--- src/rtl/castlab_wsa_v2_pkg.sv ---
// Shared types and arithmetic helpers for the weight-stationary systolic array v2.
// CASTLAB_WSA_ROUND_SAT_EN selects round-half-up with saturation; otherwise outputs are truncated.
package castlab_wsa_v2_pkg;

  typedef enum logic [2:0] {IDLE, WLOAD, STREAM, DRAIN, DONE} wsa_state_e;

  function automatic int acc_width(int if_bits, int k_bits, int rows);
    return if_bits + k_bits + $clog2(rows);
  endfunction

  function automatic int shift_amt(int if_frac, int k_frac, int of_frac);
    return if_frac + k_frac - of_frac;
  endfunction

  // Returns the requantised value; the caller keeps the low of_bits bits.
  function automatic longint requant(longint acc, int shift, int of_bits);
    longint r;
`ifdef CASTLAB_WSA_ROUND_SAT_EN
    longint hi, lo;
    hi = (longint'(1) <<< (of_bits - 1)) - 1;
    lo = -(longint'(1) <<< (of_bits - 1));
    r = acc;
    if (shift > 0) r = r + (longint'(1) <<< (shift - 1));
    r = r >>> shift;
    if (r > hi) r = hi;
    else if (r < lo) r = lo;
`else
    r = (acc >>> shift) & ((longint'(1) <<< of_bits) - 1);
`endif
    return r;
  endfunction

endpackage

--- src/rtl/castlab_ws_pe_v2.sv ---
// Weight-stationary PE: holds one weight, forwards the input rightward and the
// partial sum downward, all gated by the array-wide stall enable.
module castlab_ws_pe_v2
  import castlab_wsa_v2_pkg::*;
#(
  parameter int IF_W  = 8,
  parameter int K_W   = 8,
  parameter int ACC_W = 18
) (
  input  logic                    clk,
  input  logic                    rst,
  input  logic                    en,
  input  logic                    w_load,
  input  logic [K_W-1:0]          w_data,
  input  logic [IF_W-1:0]         if_in,
  input  logic                    v_in,
  input  logic signed [ACC_W-1:0] psum_in,
  output logic [IF_W-1:0]         if_out,
  output logic                    v_out,
  output logic signed [ACC_W-1:0] psum_out
);

  logic [K_W-1:0]          w_q;
  logic signed [ACC_W-1:0] if_x, w_x;

  assign if_x = ACC_W'($signed(if_in));
  assign w_x  = ACC_W'($signed(w_q));

  // Weight loading happens only while the pipeline is empty, so it ignores en.
  always_ff @(posedge clk or posedge rst) begin
    if (rst)         w_q <= '0;
    else if (w_load) w_q <= w_data;
  end

  always_ff @(posedge clk or posedge rst) begin
    if (rst) begin
      if_out   <= '0;
      v_out    <= 1'b0;
      psum_out <= '0;
    end else if (en) begin
      if_out   <= if_in;
      v_out    <= v_in;
      psum_out <= psum_in + if_x * w_x;
    end
  end

endmodule

--- src/rtl/castlab_ws_systolic_array_v2.sv ---
// ROWS x COLS weight-stationary array with control FSM, skew/deskew, handshakes and requantisation.
// Optional macro CASTLAB_WSA_ROUND_SAT_EN enables round-half-up + saturation (default: truncation).
module castlab_ws_systolic_array_v2
  import castlab_wsa_v2_pkg::*;
#(
  parameter int ROWS        = 4,
  parameter int COLS        = 4,
  parameter int IF_BITWIDTH = 8,
  parameter int IF_FRAC_BIT = 4,
  parameter int K_BITWIDTH  = 8,
  parameter int K_FRAC_BIT  = 4,
  parameter int OF_BITWIDTH = 16,
  parameter int OF_FRAC_BIT = 8,
  parameter int VEC_CNT_W   = 16
) (
  input  logic                          clk,
  input  logic                          rst,
  input  logic                          cfg_start,
  input  logic [VEC_CNT_W-1:0]          cfg_num_vec,
  input  logic                          cfg_reuse_w,
  input  logic                          w_i_valid,
  output logic                          w_i_ready,
  input  logic [COLS*K_BITWIDTH-1:0]    w_i_data,
  input  logic                          if_i_valid,
  output logic                          if_i_ready,
  input  logic [ROWS*IF_BITWIDTH-1:0]   if_i_data,
  output logic                          of_o_valid,
  input  logic                          of_o_ready,
  output logic [COLS*OF_BITWIDTH-1:0]   of_o_data,
  output logic                          busy,
  output logic                          done
);

  localparam int ACC_W = acc_width(IF_BITWIDTH, K_BITWIDTH, ROWS);
  localparam int SHIFT = shift_amt(IF_FRAC_BIT, K_FRAC_BIT, OF_FRAC_BIT);
  localparam int RCW   = (ROWS > 1) ? $clog2(ROWS) : 1;

  wsa_state_e             state, state_nx;
  logic [RCW-1:0]         row_cnt;
  logic [VEC_CNT_W-1:0]   num_vec, in_cnt, out_cnt;
  logic                   en, in_room, if_hs, of_hs, w_we;

  assign en      = !(of_o_valid && !of_o_ready);
  assign in_room = en && (in_cnt < num_vec);
  assign if_hs   = if_i_valid && if_i_ready;
  assign of_hs   = of_o_valid && of_o_ready;
  assign w_we    = (state == WLOAD) && w_i_valid;

  always_ff @(posedge clk or posedge rst) begin
    if (rst) state <= IDLE;
    else     state <= state_nx;
  end

  always_comb begin
    state_nx   = state;
    busy       = (state != IDLE);
    done       = 1'b0;
    w_i_ready  = 1'b0;
    if_i_ready = 1'b0;
    case (state)
      IDLE:   if (cfg_start) state_nx = cfg_reuse_w ? STREAM : WLOAD;
      WLOAD: begin
        w_i_ready = 1'b1;
        if (w_i_valid && row_cnt == RCW'(ROWS - 1)) state_nx = STREAM;
      end
      STREAM: begin
        if_i_ready = in_room;
        if (if_i_valid && in_room && in_cnt == num_vec - VEC_CNT_W'(1)) state_nx = DRAIN;
      end
      DRAIN:  if (out_cnt == num_vec) state_nx = DONE;
      DONE: begin
        done     = 1'b1;
        state_nx = IDLE;
      end
      default: state_nx = IDLE;
    endcase
  end

  always_ff @(posedge clk or posedge rst) begin
    if (rst) begin
      row_cnt <= '0;
      num_vec <= '0;
      in_cnt  <= '0;
      out_cnt <= '0;
    end else begin
      if (state == IDLE && cfg_start) begin
        num_vec <= cfg_num_vec;
        row_cnt <= '0;
        in_cnt  <= '0;
        out_cnt <= '0;
      end
      if (w_we)  row_cnt <= row_cnt + RCW'(1);
      if (if_hs) in_cnt  <= in_cnt + VEC_CNT_W'(1);
      if (of_hs) out_cnt <= out_cnt + VEC_CNT_W'(1);
    end
  end

  logic [IF_BITWIDTH-1:0]  if_h [ROWS][COLS+1];
  logic                    v_h  [ROWS][COLS+1];
  logic signed [ACC_W-1:0] ps_v [ROWS+1][COLS];
  logic signed [ACC_W-1:0] dsk_out [COLS];
  logic                    dsk_v;

  // Row r sits behind r+1 registers; the first stage doubles as the acceptance register.
  for (genvar r = 0; r < ROWS; r++) begin : g_skew
    logic [IF_BITWIDTH-1:0] sd [r+1];
    logic                   sv [r+1];
    always_ff @(posedge clk or posedge rst) begin
      if (rst) begin
        for (int unsigned i = 0; i <= r; i++) begin
          sd[i] <= '0;
          sv[i] <= 1'b0;
        end
      end else if (en) begin
        sd[0] <= if_i_data[r*IF_BITWIDTH +: IF_BITWIDTH];
        sv[0] <= if_hs;
        for (int unsigned i = 1; i <= r; i++) begin
          sd[i] <= sd[i-1];
          sv[i] <= sv[i-1];
        end
      end
    end
    assign if_h[r][0] = sd[r];
    assign v_h[r][0]  = sv[r];
  end

  for (genvar r = 0; r < ROWS; r++) begin : g_row
    for (genvar c = 0; c < COLS; c++) begin : g_col
      if (r == 0) begin : g_top
        assign ps_v[0][c] = '0;
      end
      castlab_ws_pe_v2 #(
        .IF_W  (IF_BITWIDTH),
        .K_W   (K_BITWIDTH),
        .ACC_W (ACC_W)
      ) u_pe (
        .clk      (clk),
        .rst      (rst),
        .en       (en),
        .w_load   (w_we && (row_cnt == RCW'(r))),
        .w_data   (w_i_data[c*K_BITWIDTH +: K_BITWIDTH]),
        .if_in    (if_h[r][c]),
        .v_in     (v_h[r][c]),
        .psum_in  (ps_v[r][c]),
        .if_out   (if_h[r][c+1]),
        .v_out    (v_h[r][c+1]),
        .psum_out (ps_v[r+1][c])
      );
    end
  end

  // Column c leaves the bottom row c cycles after column 0; delay it COLS-1-c more to realign.
  for (genvar c = 0; c < COLS; c++) begin : g_dsk
    localparam int unsigned L = COLS - 1 - c;
    if (L == 0) begin : g_pass
      assign dsk_out[c] = ps_v[ROWS][c];
    end else begin : g_dly
      logic signed [ACC_W-1:0] d [L];
      always_ff @(posedge clk or posedge rst) begin
        if (rst) begin
          for (int unsigned i = 0; i < L; i++) d[i] <= '0;
        end else if (en) begin
          d[0] <= ps_v[ROWS][c];
          for (int unsigned i = 1; i < L; i++) d[i] <= d[i-1];
        end
      end
      assign dsk_out[c] = d[L-1];
    end
  end

  if (COLS > 1) begin : g_dv
    logic dv [COLS-1];
    always_ff @(posedge clk or posedge rst) begin
      if (rst) begin
        for (int unsigned i = 0; i < COLS - 1; i++) dv[i] <= 1'b0;
      end else if (en) begin
        dv[0] <= v_h[ROWS-1][1];
        for (int unsigned i = 1; i < COLS - 1; i++) dv[i] <= dv[i-1];
      end
    end
    assign dsk_v = dv[COLS-2];
  end else begin : g_dv0
    assign dsk_v = v_h[ROWS-1][1];
  end

  logic [COLS*OF_BITWIDTH-1:0] of_nx;

  always_comb begin
    of_nx = '0;
    for (int unsigned c = 0; c < COLS; c++)
      of_nx[c*OF_BITWIDTH +: OF_BITWIDTH] =
        OF_BITWIDTH'(requant(longint'(dsk_out[c]), SHIFT, OF_BITWIDTH));
  end

  always_ff @(posedge clk or posedge rst) begin
    if (rst) begin
      of_o_valid <= 1'b0;
      of_o_data  <= '0;
    end else if (en) begin
      of_o_valid <= dsk_v;
      of_o_data  <= of_nx;
    end
  end

endmodule

--- config.mk ---
export PLATFORM = sky130hd
export DESIGN_NAME = castlab_ws_systolic_array_v2
export DESIGN_NICKNAME = d
export VERILOG_FILES = /design/src/rtl/castlab_wsa_v2_pkg.sv /design/src/rtl/castlab_ws_pe_v2.sv /design/src/rtl/castlab_ws_systolic_array_v2.sv
export SDC_FILE = /design/constraint.sdc
export NUM_CORES = 2
export LEC_CHECK = 0
export CAP_MARGIN = 15
export CORE_MARGIN = 3
export CORE_UTILIZATION = 61
export DETAILED_ROUTE_END_ITERATION = 6
export GPL_ROUTABILITY_DRIVEN = 0
export PLACE_DENSITY = 0.74
export SLEW_MARGIN = 20
export SYNTH_ARGS = -nofsm -noshare
export SYNTH_HDL_FRONTEND = slang
export SYNTH_SLANG_ARGS = --single-unit
--- constraint.sdc ---
create_clock -name clk -period 57.9 [get_ports clk]
set_input_delay 5.79 -clock clk [delete_from_list [all_inputs] [get_ports clk]]
set_output_delay 5.79 -clock clk [all_outputs]
set_load 0.02 [all_outputs]
* Word level (Yosys, flattened, before mapping)
Cells that the tools add are included.
** Word-level totals
- Register bits :: 782
- Input bits :: 87
- Output and inout port bits :: 69
- Word-level logic and storage cells :: 157
** Cells by class
- Add/sub/neg operators :: 16
- Multipliers :: 16
- Order comparisons :: 1
- Eq/ne operators :: 13
- Muxes and demuxes :: 14
- Reduce and logical (&&, ||, !) cells :: 22
** Operator list (count)
- 8-bit by 8-bit multiplier with 16-bit output :: 16
- 16-bit adder :: 12
- 16-bit two-way mux :: 3
- 16-bit by 1-bit adder with 16-bit output, second input constant :: 2
- 16-bit equality test :: 2
- 16-bit < comparator :: 1
- 16-bit by 1-bit subtractor with 16-bit output, second input constant :: 1
- 1-bit logical AND :: 13
- 3-bit two-way mux :: 4
- 3-bit case mux with 4 select lines :: 1
- 3-bit by 2-bit equality test with 1-bit output, second input constant :: 2
- 2-bit two-way mux :: 3
- 2-bit inequality test, second input constant :: 3
- 2-bit nonzero test :: 3
- 2-bit equality test, second input constant :: 2
- 4-bit AND reduction :: 1
- 3-bit by 1-bit equality test with 1-bit output, second input constant :: 1
- 3-bit equality test, second input constant :: 1
- 3-bit logical NOT :: 1
- 1-bit two-way mux :: 3
- 3-bit nonzero test :: 1
- 2-bit by 1-bit adder with 2-bit output, second input constant :: 1
- 2-bit by 1-bit equality test with 1-bit output, second input constant :: 1
- 1-bit logical NOT :: 2
- other kinds (2) :: 2

* Longest topological paths before layout
- Depth in word-level cells :: 8
- Gate-level depth with buffers :: 20
- Gate-level depth less buffers :: 19

* Hierarchy
Synthesis repeated with hierarchy kept, for this count alone.
** Second synthesis, totals
- Cells, all modules :: 8301
- Area, all modules :: 85941.2 um2
** By module, submodules not included
- castlab_ws_pe_v2 at g_row[1].g_col[1].u_pe ... :: instances 8, cells each 427, area an instance 4563.1 um2, sequential area each 875.8 um2
- castlab_ws_pe_v2 at g_row[0].g_col[0].u_pe ... :: instances 4, cells each 420, area an instance 4514.3 um2, sequential area each 875.8 um2
- castlab_ws_systolic_array_v2 :: instances 1, cells each 1467, area an instance 12836.1 um2, sequential area each 7532.2 um2
- castlab_ws_pe_v2 at g_row[3].g_col[2].u_pe ... :: instances 2, cells each 435, area an instance 4639.4 um2, sequential area each 875.8 um2
- castlab_ws_pe_v2 at g_row[0].g_col[1].u_pe :: instances 1, cells each 434, area an instance 4640.7 um2, sequential area each 875.8 um2
- castlab_ws_pe_v2 at g_row[3].g_col[1].u_pe :: instances 1, cells each 434, area an instance 4623.2 um2, sequential area each 875.8 um2

* Least setup slack after synthesis
Ideal clock, no wire load.
- Path type :: input to output
- From :: input of_o_ready
- To :: output if_i_ready
- Arrival time :: 6897 ps
- Path slack :: 45213 ps
- Cell stages on the path :: 4
- Path buffers :: 1
- Cell sequence :: nand2b_1 clkbuf_1 nand4b_1 a211oi_1
** Between the ends
- Longest elaborated chain between the ends :: 5
** RTL lines
- start, declared :: RTL line castlab_ws_systolic_array_v2.sv:28 : input logic of_o_ready,
- 1-bit logical NOT :: RTL line castlab_ws_systolic_array_v2.sv:43 : assign en = !(of_o_valid && !of_o_ready);
- 1-bit logical AND :: RTL line castlab_ws_systolic_array_v2.sv:43
- 1-bit logical NOT :: RTL line castlab_ws_systolic_array_v2.sv:43
- 1-bit logical AND :: RTL line castlab_ws_systolic_array_v2.sv:44 : assign in_room = en && (in_cnt < num_vec);
- 1-bit two-way mux :: RTL line castlab_ws_systolic_array_v2.sv:60 : case (state)
- end, declared :: RTL line castlab_ws_systolic_array_v2.sv:25 : output logic if_i_ready,
Every way passes these cells.

* Worst setup path after layout
Ends and elaborated chain as after synthesis.

==> results.md <==
Synth:
- Yosys mapped a number of flops with a built-in enable equal to 0.
- The net count after synthesis is 9,657.
- After Yosys synthesis, XOR and XNOR cells account for 3.54% of the synthesized area.
- The synthesized area per cell is between 9 and 10 um^2.
- The synthesized netlist cell count is 7,915.
- Among all flip-flop cells after synthesis, the most frequent one is sky130_fd_sc_hd__dfrtp_1.
- In this run, synthesis produced a sequential element count of 782.
- By area the synthesized netlist is led by sky130_fd_sc_hd__fa_1, sky130_fd_sc_hd__dfrtp_1, sky130_fd_sc_hd__ha_1.
- The synthesized netlist devotes 5.16% of its cell area to compound gates.
- By area, the combinational part of the netlist is dominated by adder cells.
- Of the total synthesized cell area, the portion taken by AND, OR, NAND and NOR gates is 17.4%.
- The share of the Yosys chip area taken by registers is 25.9%.
- The largest total area in the synthesized netlist belongs to sky130_fd_sc_hd__fa_1.
- In the synthesized netlist, mux cells make up under 10% of the area.
- In the synthesized netlist the async set-or-reset flop fraction comes to 100%.
- The mapped netlist covers 0.0754 mm^2.
- The area share of the leading cell type in the synthesized netlist is 28.5%.
- After Yosys synthesis, full adders, half adders and majority gates account for around two fifths of the synthesized area.
- The netlist uses 76 different library cells.
- The Yosys step of the flow raised 0 warnings.

Job:
- The number of violations of the max-capacitance limit is 0.

Worst hold path:
- For hold timing, the worst endpoint is g_skew[2].sd[4]$_DFFE_PP0N_.
- The depth of the worst hold-timing path is 2.
- The launch point of the worst hold path is g_skew[2].sd[12]$_DFFE_PP0N_.
- The worst min-delay path category is reg -> reg.

Setup path:
- The critical path endpoint category is an output port.
- Traced cell by cell, the critical path runs through clkdlybuf4s50_1 -> nand2b_4 -> nand4b_1 -> a211oi_1 -> clkdlybuf4s50_1.
- The worst-path maximum fanout is 64.
- The endpoint identified for the worst register-to-register timing path is g_row[2].g_col[0].u_pe.psum_out[13]$_DFFE_PP0N_.
- The number of cells on the critical path is 5.
- The worst setup path is launched from a primary input.
- Data on the critical path arrives at its endpoint at 8.41 ns.
- The kind of cell with the highest combined delay along the critical path is buffers and inverters.
- For the worst flop-to-flop path, the logic depth is 16.
- The cell with the biggest individual delay on the critical path is sky130_fd_sc_hd__nand2b_4.
- The worst register-to-register path begins at g_skew[2].sd[7]$_DFFE_PP0N_.
- The largest single stage delay on the critical path is 0.67 ns.
- The setup slack of the most critical reg-to-reg path is 51.96 ns.
- The kind of critical path is in -> out.
- The number of buffers and inverters on the critical path is 2.
- The critical path data required time is about 52 ns.
- The most numerous cell type found on the critical path is sky130_fd_sc_hd__clkdlybuf4s50_1.

Floorplan:
- The total die area is between 0.1 and 0.15 mm^2.
- The number of I/O pins is 156.
- From bottom edge to top edge, the die measures approximately 360 um.
- Once the floorplan was initialized, standard cells occupied around 62% of the core.
- The x dimension of the die is around 360 um.
- The number of placement rows is 128.
- The core region is 0.122 mm^2.

Timing:
- The total count of max-transition violations in the final report is 0.
- In this run the tightest slew margin relative to its limit is about a quarter.
- Derived from the worst setup path, the maximum achievable clock frequency is between 70 and 80 MHz.
- The smallest clock period supported by the final layout is computed as roughly 14 ns.
- The final-report hold violation count is 0.
- The setup-violating endpoint count in the final report is 0.
- On the final layout, the worst clock skew is around 0.036 ns.
- Setup repair after global routing left no endpoint under its margin.
- The final critical-path share of the clock period is 24.5%.
- The total negative slack for setup checks is 0 ns.
- The slew of the pin with the lowest slew margin is 1.12 ns.

Clock tree:
- The number of levels in the clock H-tree is 3.
- The number of hold-repair buffers added at the cts stage is 0.
- The clock reaches the later pin of the worst-skew pair after 0.71 ns.
- The number of sinks on the clock net is around 780.
- TritonCTS built the clock tree.
- The longest clock path from root to sink contains 3 buffers.
- After clock tree synthesis, the setup repair step added 0 buffers.
- The number of gates resized after CTS was 0.
- Clock-pin slew was measured on the worst setup and hold paths at 0.07 ns.
- Clock tree synthesis selected as its root buffer the cell sky130_fd_sc_hd__clkbuf_16.
- The number of clock buffers added by TritonCTS is 90.

Cells and area:
- In the layout the commonest cells are sky130_fd_sc_hd__nand2_1, sky130_fd_sc_hd__inv_1, sky130_fd_sc_hd__fa_1.
- The area added between synthesis and finish is 7.83%.
- The commonest non-fill, non-tap cell in the layout is sky130_fd_sc_hd__nand2_1.
- Summing all multi-input logic gate instances after layout gives 0.0501 mm^2.
- 0 antenna diodes ended up in the layout.
- The number of fill cells in the layout is around 9.7k.
- The net count reported at finish is a little under 10k.
- The share of cells above drive strength 1 is 4.77%.
- The sequential cells in the finished layout cover a total of slightly below 0.02 mm^2.

Detailed routing:
- In the final routed layout, each cell accounts on average for 16.1 um.
- The total DRC errors in the routed layout is 0.
- The detail route stage leaves a number of antenna-violating nets equal to 0.
- The routed wire length is 155,000 um.
- The routed layout has 52.0k vias.
- The count of routing violations after the opening detailed-route iteration is 3,221.
- The via density per instance is 5.43.
- The pre-antenna-repair detailed-routing pass consisted of 7 iterations.

GRT:
- For this run the aggregate overflow at the end of global routing stands at 0.
- Entering global routing, the biggest net connects 161 pins.
- The global-route usage over all layers is 25.9%.
- The first global-routing pass estimated ~270,000 um of wire.
- The number of antenna violations at the first check in global routing is 0.
- The via count of the first global-routing pass is ~56k.

Placement:
- The port buffer count is 155.
- The HPWL after detailed placement is 120,000 um.

Status:
- The run finished with clean final reports.
==> logic make-up (layout without fill, tap and decap cells) <==
| logic type | count (synthesis) | in the layout |
|---|---|---|
| fa+ha+maj | 1655 | 1655 |
| simple gates | 2867 | 2867 |
| flops | 782 | 782 |
| compound gates | 631 | 631 |
| xor+xnor | 304 | 304 |
| buf+inv | 1533 | 1561 |
| mux | 143 | 143 |
==> flip-flops by register name, summed over array words and instances, names as in the netlist <==
register,flops
g_skew.sd,80
g_row.g_col.u_pe.v_out,1
g_row.g_col.u_pe.psum_out,256
g_row.g_col.u_pe.w_q,128
g_dsk.g_dly.d,64
g_row.g_col.u_pe.if_out,96
state,3
out_cnt,16
num_vec,16
of_o_valid,1
g_dv.dv,2
dsk_out,32
row_cnt,2
dsk_v,1
g_skew.sv,4
in_cnt,16
of_o_data,64
==> cell type report <==
| type | count | share of cell area, % |
|---|---|---|
| multi-input cells | 5600 | 61.6 |
| flip-flops and latches | 782 | 24.1 |
| inverters | 1215 | 5.62 |
| clock buffers | 117 | 3.13 |
| well taps | 1625 | 2.50 |
| repair buffers | 179 | 2.18 |
| clock inverters | 50 | 0.911 |
==> how the worst max path moves through the flow <==
stage	from	to	slack, ns
global placement	of_o_ready	if_i_ready	43.83
detailed placement	of_o_ready	if_i_ready	43.74
floorplan	rst	dsk_out[36]$_DFFE_PP0N_	30.15
finish	of_o_ready	if_i_ready	43.70
global route	of_o_ready	if_i_ready	43.59
CTS	of_o_ready	if_i_ready	43.73
==> routing by layer <==
layer / part of all wire (%) / track usage, % / wire length, um / vias to the layer above
li1: - / - / - / 24200
met1: 42 / 33.9 / 65100 / 26600
met2: 51 / 45.8 / 79300 / 879
met3: 3.4 / 2.90 / 5190 / 255
met4: 3.2 / 7.58 / 4990 / 0
met5: 0 / 0 / 0 / -
==> per-stage QoR <==
step | util, % | worst slack, ns | instances | instance area, um^2 | hold WS [ns]
4_1_cts | 66.5 | 43.73 | 9567 | 81300 | 0.450
5_1_grt | 66.6 | 43.59 | 9568 | 81300 | 0.474
6_report | 66.6 | 43.70 | 9568 | 81300 | 0.445
2_1_floorplan | - | 30.15 | 7915 | 75400 | 0.430
3_3_place_gp | 63.8 | 43.83 | 9400 | 78000 | 0.449
3_5_place_dp | 63.8 | 43.74 | 9400 | 78000 | 0.453
==> synth_stat cells (all sizes together), types with 14 or more instances <==
master / n
nand2: 1708
inv: 1215
fa: 1072
dfrtp: 782
ha: 583
and2: 531
clkbuf: 282
xnor2: 243
nor2: 229
o21ai: 196
a21oi: 193
mux2: 141
nor2b: 94
xor2: 61
nor3: 57
nand2b: 53
nand3: 44
o211ai: 43
buf: 36
a21o: 35
o31ai: 28
and3: 27
nor3b: 23
a211oi: 20
or2: 16
nand3b: 15
o21bai: 15
a31oi: 14
nor4b: 14
or3: 14
==> worst min-delay path: cells and delay by family, from the launching register on <==
| kind | cells | cell delay (ns) |
|---|---|---|
| flops | 1 | 0.34 |
| simple gates | 2 | 0.10 |
Power is not shown: default switching activity piles up to over one toggle a cycle in this logic, so the estimate is an artifact.
